===== src/rtl/frame_sender_pkg.sv =====
// frame_sender_pkg: shared types and sizing helpers for the serial frame transmitter.
//   state_e      - transmitter FSM states
//   level_width  - bits needed for a FIFO occupancy count of 0..depth
//   cnt_width    - bits for the shared shift/gap counter
//   frame_len    - cycles from one start bit to the next in back-to-back traffic
package frame_sender_pkg;

  typedef enum logic [1:0] {
    StIdle,
    StShift,
    StGap
  } state_e;

  function automatic int unsigned level_width(input int unsigned depth);
    return $clog2(depth) + 1;
  endfunction

  function automatic int unsigned cnt_width(input int unsigned data_w, input int unsigned gap);
    return $clog2(data_w + gap + 1);
  endfunction

  function automatic int unsigned frame_len(input int unsigned data_w, input int unsigned gap);
    return 1 + data_w + gap;
  endfunction

endpackage


===== src/rtl/sync_fifo.sv =====
// sync_fifo: single-clock FIFO with first-word-fall-through head.
//   clk, rst     - clock, synchronous active-high reset (pointers only)
//   push, wdata  - write a word; ignored while full
//   pop          - discard head; ignored while empty
//   rdata        - current head, valid whenever !empty
//   full, empty  - occupancy flags
//   level        - number of words stored
module sync_fifo
  import frame_sender_pkg::*;
#(
  parameter int unsigned Width = 8,
  parameter int unsigned Depth = 2
) (
  input  logic                            clk,
  input  logic                            rst,
  input  logic                            push,
  input  logic                            pop,
  input  logic [Width-1:0]                wdata,
  output logic [Width-1:0]                rdata,
  output logic                            full,
  output logic                            empty,
  output logic [level_width(Depth)-1:0]   level
);

  localparam int unsigned AddrW = $clog2(Depth);

  logic [Width-1:0] mem_q [Depth];
  logic [Width-1:0] mem_d [Depth];
  logic [AddrW:0]   wr_ptr_q, wr_ptr_d;
  logic [AddrW:0]   rd_ptr_q, rd_ptr_d;
  logic             do_push, do_pop;

  // Pointers carry one extra wrap bit so full and empty stay distinguishable.
  assign level   = wr_ptr_q - rd_ptr_q;
  assign full    = (level == (AddrW + 1)'(Depth));
  assign empty   = (level == '0);
  assign rdata   = mem_q[rd_ptr_q[AddrW-1:0]];
  assign do_push = push && !full;
  assign do_pop  = pop && !empty;

  always_comb begin
    mem_d    = mem_q;
    wr_ptr_d = wr_ptr_q;
    rd_ptr_d = rd_ptr_q;
    if (do_push) begin
      mem_d[wr_ptr_q[AddrW-1:0]] = wdata;
      wr_ptr_d = wr_ptr_q + (AddrW + 1)'(1);
    end
    if (do_pop) begin
      rd_ptr_d = rd_ptr_q + (AddrW + 1)'(1);
    end
  end

  // Storage needs no reset: entries are only read once the pointers mark them valid.
  always_ff @(posedge clk) begin
    mem_q <= mem_d;
  end

  always_ff @(posedge clk) begin
    if (rst) begin
      wr_ptr_q <= '0;
      rd_ptr_q <= '0;
    end else begin
      wr_ptr_q <= wr_ptr_d;
      rd_ptr_q <= rd_ptr_d;
    end
  end

endmodule


===== src/rtl/frame_sender.sv =====
// frame_sender: queues DATA_W-bit words and sends each as a serial frame:
// start bit (1), data MSB first, then at least GAP idle cycles at 0.
//   clk, rst              - clock, synchronous active-high reset
//   in_data/in_valid      - word offered; accepted when in_ready
//   in_ready              - FIFO not full
//   loss_clear            - clears data_loss (a same-cycle drop wins)
//   sout                  - serial line, idle 0
//   busy                  - start, data or gap cycle in progress
//   fifo_level            - words waiting, excluding the frame on the wire
//   data_loss             - sticky: a word was offered while full
module frame_sender
  import frame_sender_pkg::*;
#(
  parameter int unsigned DATA_W = 40,
  parameter int unsigned DEPTH  = 2,
  parameter int unsigned GAP    = 1
) (
  input  logic                            clk,
  input  logic                            rst,
  input  logic [DATA_W-1:0]               in_data,
  input  logic                            in_valid,
  output logic                            in_ready,
  input  logic                            loss_clear,
  output logic                            sout,
  output logic                            busy,
  output logic [level_width(DEPTH)-1:0]   fifo_level,
  output logic                            data_loss
);

  localparam int unsigned CntW = cnt_width(DATA_W, GAP);
  localparam logic [CntW-1:0] LastShift = CntW'(DATA_W);
  localparam logic [CntW-1:0] LastGap   = CntW'(GAP - 1);

  state_e            state_q, state_d;
  logic [DATA_W:0]   shift_q, shift_d;
  logic [CntW-1:0]   cnt_q, cnt_d;
  logic              loss_q, loss_d;

  logic              fifo_push, fifo_pop, fifo_full, fifo_empty;
  logic [DATA_W-1:0] fifo_rdata;

  assign in_ready  = !fifo_full;
  assign fifo_push = in_valid && !fifo_full;
  assign data_loss = loss_q;

  sync_fifo #(
    .Width (DATA_W),
    .Depth (DEPTH)
  ) u_fifo (
    .clk   (clk),
    .rst   (rst),
    .push  (fifo_push),
    .pop   (fifo_pop),
    .wdata (in_data),
    .rdata (fifo_rdata),
    .full  (fifo_full),
    .empty (fifo_empty),
    .level (fifo_level)
  );

  always_comb begin
    state_d  = state_q;
    shift_d  = shift_q;
    cnt_d    = cnt_q;
    fifo_pop = 1'b0;
    sout     = 1'b0;
    busy     = 1'b1;
    case (state_q)
      StIdle: begin
        busy = 1'b0;
        if (!fifo_empty) begin
          fifo_pop = 1'b1;
          shift_d  = {1'b1, fifo_rdata};
          cnt_d    = '0;
          state_d  = StShift;
        end
      end
      StShift: begin
        sout    = shift_q[DATA_W];
        shift_d = {shift_q[DATA_W-1:0], 1'b0};
        if (cnt_q == LastShift) begin
          cnt_d   = '0;
          state_d = StGap;
        end else begin
          cnt_d = cnt_q + CntW'(1);
        end
      end
      StGap: begin
        if (cnt_q == LastGap) begin
          // Chain straight into the next frame so back-to-back spacing is exact.
          if (!fifo_empty) begin
            fifo_pop = 1'b1;
            shift_d  = {1'b1, fifo_rdata};
            cnt_d    = '0;
            state_d  = StShift;
          end else begin
            state_d = StIdle;
          end
        end else begin
          cnt_d = cnt_q + CntW'(1);
        end
      end
      default: state_d = StIdle;
    endcase
  end

  always_comb begin
    loss_d = loss_q;
    if (loss_clear) loss_d = 1'b0;
    if (in_valid && !in_ready) loss_d = 1'b1;
  end

  always_ff @(posedge clk) begin
    if (rst) begin
      state_q <= StIdle;
      shift_q <= '0;
      cnt_q   <= '0;
      loss_q  <= 1'b0;
    end else begin
      state_q <= state_d;
      shift_q <= shift_d;
      cnt_q   <= cnt_d;
      loss_q  <= loss_d;
    end
  end

endmodule


===== config.mk =====
export PLATFORM = sky130hd
export DESIGN_NAME = frame_sender
export DESIGN_NICKNAME = d
export VERILOG_FILES = /design/src/rtl/frame_sender_pkg.sv /design/src/rtl/sync_fifo.sv /design/src/rtl/frame_sender.sv
export SDC_FILE = /design/constraint.sdc
export NUM_CORES = 1
export LEC_CHECK = 0
export ABC_AREA = 1
export BUFFER_PORTS_ARGS = -buffer_cell sky130_fd_sc_hd__buf_4
export CAP_MARGIN = 20
export CORE_AREA = 2 2 136 138
export CTS_CLUSTER_DIAMETER = 30
export CTS_CLUSTER_SIZE = 10
export DETAILED_ROUTE_END_ITERATION = 12
export DIE_AREA = 0 0 138 140
export PLACE_DENSITY_LB_ADDON = 0.05
export SYNTH_ARGS = -nofsm -noshare
export SYNTH_HDL_FRONTEND = slang
export SYNTH_SLANG_ARGS = --single-unit

===== constraint.sdc =====
create_clock -name clk -period 4.5 [get_ports clk]
set_clock_uncertainty 0.15 [all_clocks]
set_input_delay 0.225 -clock clk [delete_from_list [all_inputs] [get_ports clk]]
set_output_delay 0.225 -clock clk [all_outputs]
set_load 0.05 [all_outputs]

==> impl_metrics.toml <==
[outcome]
status = "finished, final reports clean"

[sta]
rsz0062_at_grt = "false"
finalWorstPathRequiredPeriod_ns = 2.98
drv_slew = 0
fmax_mhz = 336
final_hold_viol_count = 0
tns_ns = 0
finalSetupViolCount = 0
worst_pin_slew_ns = 0.870
slew_headroom = 0.418
timing.final.crit_share = 0.662

[logic_synthesis]
avgSynthCellArea_um2 = 8.93
synth_warnings = 0
synth.net_count = 701
synth_top_area_frac = 0.414
ys_ff_latch = 134
ys_types = 25
synth.top_cells.by_area = "edfxtp_1 (41%), dfxtp_1 (19%), nand2_1 (16%)"
synth_area_um2 = 5810
yosys.area.top_type = "edfxtp_1"
ys_seq_area_frac = 0.600
synth_cells = 650

[pwr]
leakage_nw = 3.14
p_clk_frac = 0.296
p_seq_frac = 0.341
power_frac_comb = 0.362
power_density_nw_per_um2 = 659
internal_power_mw = 3.07
p_sw_mw = 1.83
ir_drop_uv = 325
p_sw_frac = 0.373

[setup_path]
end_kind = "flip-flop"
crit_buf_inv = 2
crit_family = "simple AND/OR/NAND/NOR gates"
critPathArrivalTime_ns = 2.93
slowest_stage = "nor2_4"
start_kind = "flip-flop"
crit_type = "flip-flop to flip-flop"
cpPeakStageDelay_ns = 0.69
required_ns = 4.45
path_cells = "buf_4 > ha_1 > nand2_1 > nand2_1 > nor2_4 > buf_4"
crit_path_max_fanout = 44

[cells_and_area]
n_antenna_cell = 0
layout_common_cells = "nand2_1 (250), edfxtp_1 (80), buf_4 (56)"
layout_commonest_cell = "nand2_1"
instances_no_fill = 978
nets = 787
area_delta_synth_final_pct = 28.0
drive_above_1_share = 0.148

[die]
die-width_um = 138
die_h_um = 140
initial_utilization = 0.327
boundaryPins = 50
die_area_um2 = 19300
core_um2 = 17800
rows = 49

[drt]
viasPerCell = 4.54
postRouteAntennaNets = 0
first_iter_violations = 194
wl_mm = 13.2
wl_per_cell_um = 13.5
drtPass1Iterations = 4
num_vias = 4439
drc = 0

[place]
dp_hpwl_mm = 8.13
place.gp.congestion = 0.761
place_inst = 904
port_buffers = 49

[clock_network]
cts.sinks = 134
htree_levels = 4
cts_made_buffers = 17
root_buffer = "clkbuf_16"
cts.path.max_buffers = 2
cts_tree = "built"
clk_latency_ns = 0.42
clkSlewWorstSetupHoldPaths_ns = 0.06
cts_resized = 0

[global_route]
antenna_found_initial = 0
grt-ovfl-total = 0
grt_max_degree = 47
grt_pass1_vias = 4295
grt_pass1_wl_mm = 21.4
track_usage = 0.141

[min_path]
hold_path_class = "input pin to flip-flop"

[flow_run]
maxCapViolCount = 0
power by group through the flow:
| stage | Sequential (mW) | Clock (mW) | Combinational [mW] |
|---|---|---|---|
| after floorplan | 1.68 | 0 | 1.40 |
| after global placement | 1.70 | 0 | 1.77 |
| after detailed placement | 1.70 | 0 | 1.78 |
| after CTS | 1.67 | 1.49 | 1.82 |
| after global routing | 1.70 | 1.54 | 2.05 |
| final | 1.67 | 1.45 | 1.78 |
repair_timing:
action | 4_1_cts | 5_1_grt
hold buffers | 42 | 0
setup buffers | 0 | 0
endpoints found under the hold margin | 81 | 0
per-layer routing:
layer,track usage,routed length (um)
met5,0,0
met4,0.0478,207
met3,0.0397,562
met2,0.228,6080
met1,0.182,6310
cells in the mapped netlist (all sizes together):
cell,number
nand2,251
edfxtp,80
dfxtp,54
a21oi,50
inv,50
nor2,48
nand3,46
buf,17
nand4,16
clkbuf,15
ha,7
a31oi,5
o21ai,5
xor2,2
nand3b,1
nor3,1
o21bai,1
or2,1
cell type report:
cell class              instances  area [um2]
repair buffers                 99         868
multi-input cells             434        1990
clock buffers                  22         474
fillers                      1817       10300
clock inverters                10         143
inverters                      50         188
well taps                     229         287
flip-flops and latches        134        3480
worst reg2reg max path: cells and delay by family, from the launching register on:
| kind | cells | cell delay, ns |
|---|---|---|
| flops | 1 | 0.30 |
| buf+inv | 2 | 0.85 |
| fa+ha+maj | 1 | 0.39 |
| simple gates | 3 | 0.96 |
registers in the layout (all words and copies together), names as in the netlist:
| signal | flops |
|---|---|
| u_fifo.rd_ptr_q | 2 |
| state_q | 2 |
| u_fifo.mem_q | 80 |
| cnt_q | 6 |
| shift_q | 41 |
| u_fifo.wr_ptr_q | 2 |
| data_loss | 1 |
kinds of logic after synthesis:
kind of cell / Yosys count / share of synthesized area
AND/OR/NAND/NOR: 364 / 0.258
flip-flops: 134 / 0.600
buffers and inverters: 82 / 0.0603
AO/OA/AOI/OAI: 61 / 0.0638
adder cells (fa/ha/maj): 7 / 0.0151
XOR/XNOR: 2 / 0.00302
final timing paths:
check	start	end	slack, ns	cells past startpoint
max reg2reg	u_fifo.rd_ptr_q[0]$_SDFFE_PP0P_	u_fifo.mem_q[2]$_DFFE_PP_	1.52	6
min reg2reg	shift_q[1]$_SDFFE_PP0P_	shift_q[1]$_SDFFE_PP0P_	0.32	2
min	rst	shift_q[26]$_SDFFE_PP0P_	0.03	2
max	u_fifo.rd_ptr_q[0]$_SDFFE_PP0P_	u_fifo.mem_q[2]$_DFFE_PP_	1.52	6
metrics by stage:
stage	total power, mW	cell area, um2	utilization	hold slack [ns]	setup WS [ns]
finish	4.90	7430	0.418	0.0345	1.52
CTS	4.98	7430	0.418	0.0157	1.46
floorplan	3.09	5810	-	0.144	0.886
global placement	3.46	6360	0.358	0.262	1.54
detailed placement	3.48	6390	0.360	0.263	1.47
global route	5.29	7430	0.418	0.0208	1.21
Power figures use the tool's default switching activity.
